==> src/rtl/imem_loader.sv <==
// Boot loader: unpacks a length-prefixed byte stream into big-endian 32-bit
// instruction-memory writes and holds the core in reset until the load ends.
module imem_loader #(
   parameter int unsigned MAX_WORDS = 256,
   parameter logic [31:0] BASE_ADDR = 32'h0000_0000
) (
   input  logic        clk,
   input  logic        rstn,
   input  logic        in_valid,
   input  logic [7:0]  in_data,
   output logic        in_ready,
   output logic        mem_we,
   output logic [31:0] mem_addr,
   output logic [31:0] mem_wdata,
   output logic        cpu_hold,
   output logic        done,
   output logic        err
);

   typedef enum logic [2:0] {
      ST_HDR_HI = 3'd0,
      ST_HDR_LO = 3'd1,
      ST_DATA   = 3'd2,
      ST_WRITE  = 3'd3,
      ST_DONE   = 3'd4,
      ST_ERR    = 3'd5
   } state_t;

   // One extra bit so a 16-bit header count compares cleanly against the depth.
   localparam logic [16:0] MAX_WORDS_C = 17'(MAX_WORDS);

   state_t      state_r,     state_s;
   logic [15:0] count_r,     count_s;
   logic [31:0] word_r,      word_s;
   logic [1:0]  byte_idx_r,  byte_idx_s;
   logic [15:0] word_idx_r,  word_idx_s;
   logic        mem_we_r,    mem_we_s;
   logic [31:0] mem_addr_r,  mem_addr_s;
   logic [31:0] mem_wdata_r, mem_wdata_s;
   logic        cpu_hold_r,  cpu_hold_s;
   logic        done_r,      done_s;
   logic        err_r,       err_s;

   logic        ready_state_s;
   logic        accept_s;
   logic [15:0] header_s;
   logic [31:0] word_next_s;
   logic [15:0] word_idx_inc_s;

   // Ready decode: only header/data states take bytes, never while in reset.
   always_comb begin
      ready_state_s = 1'b0;
      case (state_r)
         ST_HDR_HI: ready_state_s = 1'b1;
         ST_HDR_LO: ready_state_s = 1'b1;
         ST_DATA:   ready_state_s = 1'b1;
         default:   ready_state_s = 1'b0;
      endcase
   end

   assign in_ready       = ready_state_s & ~rstn;
   assign accept_s       = in_valid & in_ready;
   assign header_s       = {count_r[15:8], in_data};
   assign word_next_s    = {word_r[23:0], in_data};
   assign word_idx_inc_s = word_idx_r + 16'd1;

   // Next-state and next-output logic for the load sequence.
   always_comb begin
      state_s     = state_r;
      count_s     = count_r;
      word_s      = word_r;
      byte_idx_s  = byte_idx_r;
      word_idx_s  = word_idx_r;
      mem_we_s    = 1'b0;
      mem_addr_s  = mem_addr_r;
      mem_wdata_s = mem_wdata_r;
      cpu_hold_s  = cpu_hold_r;
      done_s      = done_r;
      err_s       = err_r;

      case (state_r)
         ST_HDR_HI: begin
            if (accept_s) begin
               count_s[15:8] = in_data;
               state_s       = ST_HDR_LO;
            end else begin
               state_s = ST_HDR_HI;
            end
         end

         ST_HDR_LO: begin
            if (accept_s) begin
               count_s = header_s;
               if (header_s == 16'd0) begin
                  state_s    = ST_DONE;
                  done_s     = 1'b1;
                  cpu_hold_s = 1'b0;
               end else if ({1'b0, header_s} > MAX_WORDS_C) begin
                  state_s = ST_ERR;
                  err_s   = 1'b1;
               end else begin
                  state_s = ST_DATA;
               end
            end else begin
               state_s = ST_HDR_LO;
            end
         end

         ST_DATA: begin
            if (accept_s) begin
               word_s = word_next_s;
               if (byte_idx_r == 2'd3) begin
                  // Launch the write registers now so the pulse lines up with WRITE.
                  byte_idx_s  = 2'd0;
                  state_s     = ST_WRITE;
                  mem_we_s    = 1'b1;
                  mem_addr_s  = BASE_ADDR + {14'd0, word_idx_r, 2'b00};
                  mem_wdata_s = word_next_s;
               end else begin
                  byte_idx_s = byte_idx_r + 2'd1;
               end
            end else begin
               state_s = ST_DATA;
            end
         end

         ST_WRITE: begin
            word_idx_s = word_idx_inc_s;
            if (word_idx_inc_s == count_r) begin
               state_s    = ST_DONE;
               done_s     = 1'b1;
               cpu_hold_s = 1'b0;
            end else begin
               state_s = ST_DATA;
            end
         end

         ST_DONE: begin
            state_s = ST_DONE;
         end

         ST_ERR: begin
            state_s = ST_ERR;
         end

         default: begin
            state_s = ST_HDR_HI;
         end
      endcase
   end

   // State and output registers with synchronous reset.
   always_ff @(posedge clk) begin
      if (rstn) begin
         state_r     <= ST_HDR_HI;
         count_r     <= 16'd0;
         word_r      <= 32'd0;
         byte_idx_r  <= 2'd0;
         word_idx_r  <= 16'd0;
         mem_we_r    <= 1'b0;
         mem_addr_r  <= BASE_ADDR;
         mem_wdata_r <= 32'd0;
         cpu_hold_r  <= 1'b1;
         done_r      <= 1'b0;
         err_r       <= 1'b0;
      end else begin
         state_r     <= state_s;
         count_r     <= count_s;
         word_r      <= word_s;
         byte_idx_r  <= byte_idx_s;
         word_idx_r  <= word_idx_s;
         mem_we_r    <= mem_we_s;
         mem_addr_r  <= mem_addr_s;
         mem_wdata_r <= mem_wdata_s;
         cpu_hold_r  <= cpu_hold_s;
         done_r      <= done_s;
         err_r       <= err_s;
      end
   end

   assign mem_we    = mem_we_r;
   assign mem_addr  = mem_addr_r;
   assign mem_wdata = mem_wdata_r;
   assign cpu_hold  = cpu_hold_r;
   assign done      = done_r;
   assign err       = err_r;

endmodule

==> config.mk <==
export PLATFORM = sky130hd
export DESIGN_NAME = imem_loader
export DESIGN_NICKNAME = d
export VERILOG_FILES = /design/src/rtl/imem_loader.sv
export SDC_FILE = /design/constraint.sdc
export NUM_CORES = 1
export LEC_CHECK = 0
export CORE_MARGIN = 8
export CORE_UTILIZATION = 40
export DETAILED_ROUTE_END_ITERATION = 6
export MAX_ROUTING_LAYER = met4
export PLACE_DENSITY_LB_ADDON = 0.1
export SETUP_SLACK_MARGIN = 0.05
export SLEW_MARGIN = 5
export SYNTH_ARGS = -nofsm -noshare
export SYNTH_HDL_FRONTEND = slang
export SYNTH_SLANG_ARGS = --single-unit
==> constraint.sdc <==
create_clock -name clk -period 4.8 [get_ports clk]
set_input_delay 0.48 -clock clk [delete_from_list [all_inputs] [get_ports clk]]
set_output_delay 0.48 -clock clk [all_outputs]
set_load 0.02 [all_outputs]
==> qor.csv, run 1 <==
metric;value;unit
cp.required;5.16;ns
cts_tree;yes;
maxSlewHeadroom;0.307;
core-area;11800;sq um
max_stage_delay;0.50;ns
comb_power_share;0.037;
io_buffers;63;
htree_levels;4;
synth_area_leaders;dfxtp_1, nand2_1, a21oi_1;
ir_worst_vdd;0.198;mV
final_cell_mix;nand2_1, dfxtp_1, a21oi_1;
end_kind;register;
pwr-share-clk;0.548;
row_count;40;
hpwl;7720;um
antenna_found_initial;0;
critPathSlowestCell;dfxtp_1;
synth_seq_cells;113;
cts_root_buffer;clkbuf_16;
finalHoldViolCount;0;
p_switching;0.526;mW
clockBufferDepth;2;
arrival;3.02;ns
seq_power_share;0.415;
routed_via_density;5.05;
synth_area;4770;sq um
critPathLaunchType;register;
synth_edf_count;0;
netlist.top_cell.by_area;dfxtp_1;
setup_viol;0;
syn2layout_area_growth;25.0;%
p_total;2.30;mW
holdBufCountCts;0;
worstSkewPairLatency;0.41;ns
crit_buf_inv;0;
synth-seq-area-share;0.474;
hold_class;register to register;
cts_resized;0;
crit_chain;ha_1 > nand4_1 > or2_0 > or4_1 > a211oi_1 > and4_1 > and3_4 > o221a_1;
grt_overflow;0;
p_leak;2.16;nW
clock_skew;0.00736;ns
fin_crit;2.66;ns
worst_slew_pin_slew;1.04;ns
drc;0;
num_antenna_cells;0;
layout_commonest_cell;nand2_1;
fmax;376;MHz
cts_buffers;17;
cts.clk_slew.worst_paths;0.06;ns
p_sw_frac;0.229;
ant_nets;0;
status;finished clean;
seq_area;2260;sq um
postSynthCellCount;593;
wirelength;11500;um
globalRouteTotalUtil;0.154;
crit_family;simple AND/OR/NAND/NOR gates;
post-route-util;0.505;
yosysTopAreaCellShare;0.474;
multiInputGateArea;2240;sq um
num-fill-cells;1171;
fin_tns_setup;0;ns
post_cts_buffers;0;
place.gp.congestion;0.859;
hold_slack;0.450;ns
die_x;125;um
num_vias;4011;
drtIter0Drc;208;
maxCapViolations;0;
drive_gt1_frac;0.0772;
synth_cell_type_count;52;
period_share;0.554;
dieArea;15700;sq um
synthFlopType;dfxtp_1;
slew_viol_final;0;
rsz0062_at_grt;no;
path_max_fanout;5;
p_per_area;385;nW/um^2
p_int;1.77;mW
yosys_warnings;0;
synth_async_sr_flop_share;0;
first_pass_iters;4;
post_drt_wl_per_cell;14.5;um
worstSetupPathType;register to register;
clkSinkCount;113;
grt_pass1_vias;3929;
grt_max_degree;99;
synth_area_per_cell;8.05;sq um
grt_pass1_wl;19300;um
start_util;0.404;
die_h;125;um
ioPinCount;80;
final_nets;648;
[final cells by class]
cell class | instances | area share
Timing Repair Buffer | 66 | 0.109
Sequential cell | 113 | 0.379
Multi-Input combinational cell | 430 | 0.375
Inverter | 7 | 0.00441
Tap cell | 147 | 0.0308
Clock inverter | 13 | 0.0256
Clock buffer | 19 | 0.0759
[per-layer routing]
layer	vias to the layer above	routed length, um	track usage
li1	2010	-	-
met1	1866	5430	0.193
met2	118	5090	0.227
met3	17	788	0.0450
met4	0	238	0.0681
met5	-	0	-
[flip-flops by register name, summed over array words and instances (netlist names)]
signal and count:
done 1, cpu_hold 1, mem_we 1, mem_wdata 32, mem_addr 16, word_r 24, state_r 3, byte_idx_r 2
word_idx_r 16, count_r 16, err 1
[logic make-up after synthesis]
family,after synthesis,synth area share
AO/OA/AOI/OAI,98,0.114
XOR/XNOR,31,0.0569
adder cells (fa/ha/maj),2,0.00524
buffers and inverters,65,0.0684
flip-flops,113,0.474
multiplexers,16,0.0336
other,1,0.000786
AND/OR/NAND/NOR,267,0.247
[tightest hold or removal path: stages (launching register included)]
cell	delay, ns
dfxtp_1	0.30
nand2_1	0.05
a21oi_1	0.05
[cell usage after synthesis, types with 5 or more instances]
library cell  instances
o21ai_0               9
a21oi_1              74
nand2_1             167
nor4_1                5
mux2i_1              16
nand3_1              17
clkbuf_1             25
dfxtp_1             113
nor2_1               38
nor3_1                7
buf_4                16
inv_1                 6
xnor2_1              19
xor2_1               12
buf_2                12
nand4_1               8
[power by group through the flow]
stage | sequential (mW) | clock (mW) | combinational (mW)
floorplan | 0.970 | 0 | 0.0701
global placement | 0.973 | 0 | 0.0835
detailed placement | 0.974 | 0 | 0.0839
CTS | 0.953 | 1.28 | 0.0845
global route | 0.954 | 1.32 | 0.0927
finish | 0.954 | 1.26 | 0.0847
[per-stage QoR]
step	area [sq um]	std cells	setup slack (ns)
floorplan	4830	608	2.55
global placement	5360	763	2.11
detailed placement	5360	763	2.12
CTS	5960	795	2.11
global route	5960	795	1.94
finish	5960	795	2.14
[path summary, 6_finish.rpt]
path	startpoint	to	slack, ns	cells past startpoint
setup / recovery	word_idx_r[0]$_SDFFE_PP0N_	state_r[2]$_SDFFE_PP0P_	2.14	8
hold / removal	mem_addr[7]$_SDFFE_PP0P_	mem_addr[7]$_SDFFE_PP0P_	0.45	2
setup reg to reg	word_idx_r[0]$_SDFFE_PP0N_	state_r[2]$_SDFFE_PP0P_	2.14	8
hold reg to reg	mem_addr[7]$_SDFFE_PP0P_	mem_addr[7]$_SDFFE_PP0P_	0.45	2
(Power assumes the default switching activity.)
==> inputs of run 2 (changes only) <==
clock period = 2.7 ns   (was 4.8 ns; I/O delays follow)
==> qor.csv, run 2 (synthesis gave the netlist of run 1 again) <==
metric;value;unit
status;finished clean;
post-route-util;0.510;
num_vias;3983;
dieArea;15700;sq um
post_drt_wl_per_cell;14.6;um
r2r.worst_path.cells;8;
num_antenna_cells;0;
final_nets;655;
worstSetupPathType;register to register;
gr-usage-met3;0.0540;
holdBufCountCts;0;
finalHoldViolCount;0;
grtUsageMet2;0.222;
htree_levels;4;
clockBufferDepth;2;
die_h;125;um
grt_util_met1;0.202;
drc;0;
reg2reg_from;word_idx_r[1]$_SDFFE_PP0N_;
grt_max_degree;98;
p_sw_frac;0.222;
hold_slack;0.356;ns
ant_nets;0;
fin_crit;2.44;ns
hpwl;8020;um
largest_reg_flops;32;
worst_slew_pin_slew;0.983;ns
syn2layout_area_growth;26.2;%
p_int;3.18;mW
row_count;40;
first_pass_iters;4;
io_buffers;63;
p_switching;0.908;mW
start_util;0.404;
core-area;11800;sq um
drtIter0Drc;420;
setup_viol;0;
period_share;0.905;
maxSlewHeadroom;0.345;
cts_root_buffer;clkbuf_16;
pwr-share-clk;0.548;
fin_tns_setup;0;ns
ioPinCount;80;
grt.busiest_layer;met2;
antenna_found_initial;0;
wirelength;11700;um
worstSkewPairLatency;0.41;ns
final_cell_mix;nand2_1, dfxtp_1, a21oi_1;
clkSinkCount;113;
r2r-end;state_r[2]$_SDFFE_PP0P_;
place.gp.congestion;0.885;
globalRouteTotalUtil;0.157;
fmax;409;MHz
crit_chain;ha_2 > nand4_1 > or2_0 > or4_1 > a211oi_1 > and4_1 > and3_4 > o221a_1;
hold_path_end;cpu_hold$_SDFFE_PP1P_;
clock_skew;0.00892;ns
grt_pass1_wl;19500;um
critPathLaunchType;register;
ir_worst_vdd;0.304;mV
critPathSlowestCell;dfxtp_1;
maxCapViolations;0;
layout_commonest_cell;nand2_1;
cts.clk_slew.worst_paths;0.05;ns
cts_buffers;17;
rsz0062_at_grt;no;
cts_tree;yes;
min-delay-start;rstn;
max_stage_delay;0.43;ns
min_path_cells;3;
routed_via_density;4.97;
pre_cts_ws;0.238;ns
setup_ws;0.257;ns
r2r_slack;0.26;ns
num-fill-cells;1152;
p_leak;2.19;nW
grt_pass1_vias;3809;
drive_gt1_frac;0.0855;
comb_power_share;0.037;
cp.required;3.05;ns
die_x;125;um
end_kind;register;
arrival;2.79;ns
path_max_fanout;5;
seq_power_share;0.415;
grt_overflow;0;
hold_class;input pin to register;
p_per_area;679;nW/um^2
slew_viol_final;0;
==> run 2: power groups by stage <==
stage	sequential [mW]	combinational, mW	clock [mW]
final	1.70	0.152	2.24
after detailed placement	1.73	0.151	0
after global placement	1.73	0.151	0
after floorplan	1.72	0.125	0
after CTS	1.70	0.152	2.28
after global routing	1.70	0.166	2.37
==> run 2: cell type report <==
type | count | area (sq um) | area share
flip-flops and latches | 113 | 2260 | 0.376
well taps | 147 | 184 | 0.0305
multi-input cells | 430 | 2240 | 0.372
clock inverters | 13 | 163 | 0.0270
inverters | 7 | 26.3 | 0.00436
clock buffers | 19 | 433 | 0.0719
repair buffers | 73 | 713 | 0.118
==> run 2: per-layer routing <==
| metal | routed length (um) | part of all wire |
|---|---|---|
| met3 | 812 | 0.069 |
| met1 | 5620 | 0.48 |
| met5 | 0 | 0 |
| met2 | 5150 | 0.44 |
| met4 | 112 | 0.0096 |
==> run 2: repair_timing <==
action | 4_1_cts | 5_1_grt
setup endpoints to repair | 0 | 1
setup buffers | 0 | 0
gates resized for setup | 0 | 1
==> run 2: through the flow <==
stage / instance area [sq um] / std cells / power [mW]
2_1_floorplan: 4830 / 608 / 1.85
3_3_place_gp: 5420 / 770 / 1.88
3_5_place_dp: 5420 / 770 / 1.88
4_1_cts: 6020 / 802 / 4.13
5_1_grt: 6020 / 802 / 4.24
6_report: 6020 / 802 / 4.09
==> run 2: critical path, delay by kind of cell, from the launching register on <==
family / cells / cell delay, ns
simple gates: 5 / 1.31
flops: 1 / 0.43
compound gates: 2 / 0.40
fa+ha+maj: 1 / 0.26
==> run 2: worst max path at each step <==
stage                     slack [ns]                       to  cells past startpoint                        from
after floorplan                 0.45  state_r[2]$_SDFFE_PP0P_                      8  word_idx_r[0]$_SDFFE_PP0N_
after global placement          0.33  state_r[2]$_SDFFE_PP0P_                      8  word_idx_r[1]$_SDFFE_PP0N_
after detailed placement        0.24  state_r[2]$_SDFFE_PP0P_                      8  word_idx_r[1]$_SDFFE_PP0N_
after CTS                       0.22  state_r[2]$_SDFFE_PP0P_                      8  word_idx_r[1]$_SDFFE_PP0N_
after global routing            0.05  state_r[2]$_SDFFE_PP0P_                      8  word_idx_r[1]$_SDFFE_PP0N_
final                           0.26  state_r[2]$_SDFFE_PP0P_                      8  word_idx_r[1]$_SDFFE_PP0N_
==> inputs of run 3 (changes only) <==
clock period = 2 ns   (was 2.7 ns; I/O delays follow)
==> qor.csv, run 3 (synthesis gave the netlist of run 1 again) <==
metric;value;unit
status;complete, but fails checks;
violations;negative setup slack;
wirelength;12500;um
clock_skew;0.00662;ns
ioPinCount;80;
clkSinkCount;113;
end_kind;register;
clockBufferDepth;2;
fin_tns_setup;-0.336;ns
first_pass_iters;4;
cts_tree;yes;
ir_worst_vdd;0.471;mV
arrival;2.47;ns
die_x;125;um
core-area;11800;sq um
largest_reg_flops;32;
p_per_area;855;nW/um^2
fin_area;6410;sq um
post-route-util;0.543;
routed_via_density;4.95;
htree_levels;4;
fmax;472;MHz
final_cell_mix;nand2_1, dfxtp_1, a21oi_1;
p_leak;2.43;nW
hpwl;9010;um
placed_area;5780;sq um
cts_buffers;17;
io_buffers;63;
worstSetupPathType;register to register;
slew_viol_final;0;
die_h;125;um
globalRouteTotalUtil;0.169;
grt_max_degree;72;
antenna_found_initial;0;
cp.required;2.35;ns
num_antenna_cells;0;
cts.clk_slew.worst_paths;0.06;ns
drc;0;
holdBufCountCts;0;
pre_cts_ws;-0.153;ns
start_util;0.404;
drtIter0Drc;303;
worst_slew_pin_slew;0.760;ns
setup_ws;-0.119;ns
ant_nets;0;
finalHoldViolCount;0;
final_nets;700;
grt_overflow;0;
cts_root_buffer;clkbuf_16;
layout_commonest_cell;nand2_1;
grt_pass1_wl;20600;um
dieArea;15700;sq um
path_max_fanout;3;
period_share;1.06;
post_drt_wl_per_cell;14.8;um
hold_slack;0.202;ns
place.gp.congestion;0.867;
drive_gt1_frac;0.160;
grt_pass1_vias;4015;
hold_class;input pin to register;
setup_viol;4;
critPathLaunchType;register;
fin_crit;2.12;ns
rsz0062_at_grt;yes;
maxSlewHeadroom;0.493;
num_vias;4194;
maxCapViolations;0;
syn2layout_area_growth;34.4;%
row_count;40;
worstSkewPairLatency;0.41;ns
## run 3: changes by cell type in the layout (fill, tap and decap cells not counted), moves of 2 or more
cell,previous run,this run
nor2_1,38,35
nor2_2,1,4
clkbuf_8,0,2
dfxtp_1,113,108
dfxtp_2,0,3
buf_4,9,53
dfxtp_4,0,2
## run 3: worst paths after layout
kind | start | endpoint | slack (ns) | cells after the start
max | word_idx_r[1]$_SDFFE_PP0N_ | state_r[2]$_SDFFE_PP0P_ | -0.12 | 8
min | rstn | cpu_hold$_SDFFE_PP1P_ | 0.20 | 4
max reg2reg | word_idx_r[1]$_SDFFE_PP0N_ | state_r[2]$_SDFFE_PP0P_ | -0.12 | 8
min reg2reg | word_r[17]$_SDFFE_PP0P_ | mem_wdata[25]$_SDFFE_PP0P_ | 0.45 | 2
## run 3: final cells by class
class                           instances  area [sq um]
Sequential cell                       113          2270
Inverter                                7          26.3
Clock inverter                         12           133
Tap cell                              147           184
Timing Repair Buffer                  118          1070
Clock buffer                           20           457
Fill cell                            1135          5400
Multi-Input combinational cell        430          2270
## run 3: worst max-delay path, stage by stage, from the launching register on
cell,delay [ns]
dfxtp_4,0.35
ha_4,0.14
nand4_1,0.11
or2_1,0.25
or4_1,0.40
a211oi_1,0.19
and4_1,0.25
and3_4,0.21
o221a_1,0.17
## run 3: metal layers
metal | up-vias | wire length (um) | GRT usage
met5 | - | 0 | -
met4 | 0 | 265 | 0.0845
met3 | 20 | 695 | 0.0459
met2 | 98 | 5600 | 0.243
met1 | 1954 | 5940 | 0.215
li1 | 2122 | - | -
## run 3: power breakdown
| group | leakage [nW] | total [mW] | switching, mW | internal [mW] |
|---|---|---|---|---|
| Sequential | 0.914 | 2.28 | 0.0180 | 2.27 |
| Combinational | 1.24 | 0.240 | 0.146 | 0.0945 |
| Clock | 0.279 | 2.96 | 1.06 | 1.90 |
| Total | 2.43 | 5.48 | 1.22 | 4.26 |
## run 3: repair_timing
| action | in CTS | in global routing |
|---|---|---|
| buffers inserted | 2 | 0 |
| gates resized for setup | 2 | 5 |
| hold endpoints to repair | 0 | 0 |
| pin swaps | 4 | 1 |
| setup endpoints to repair | 4 | 9 |
## run 3: per-stage QoR
step,power [mW],instances
3_3_place_gp,2.56,813
2_1_floorplan,2.49,608
4_1_cts,5.53,847
3_5_place_dp,2.56,813
5_1_grt,5.66,847
6_report,5.48,847
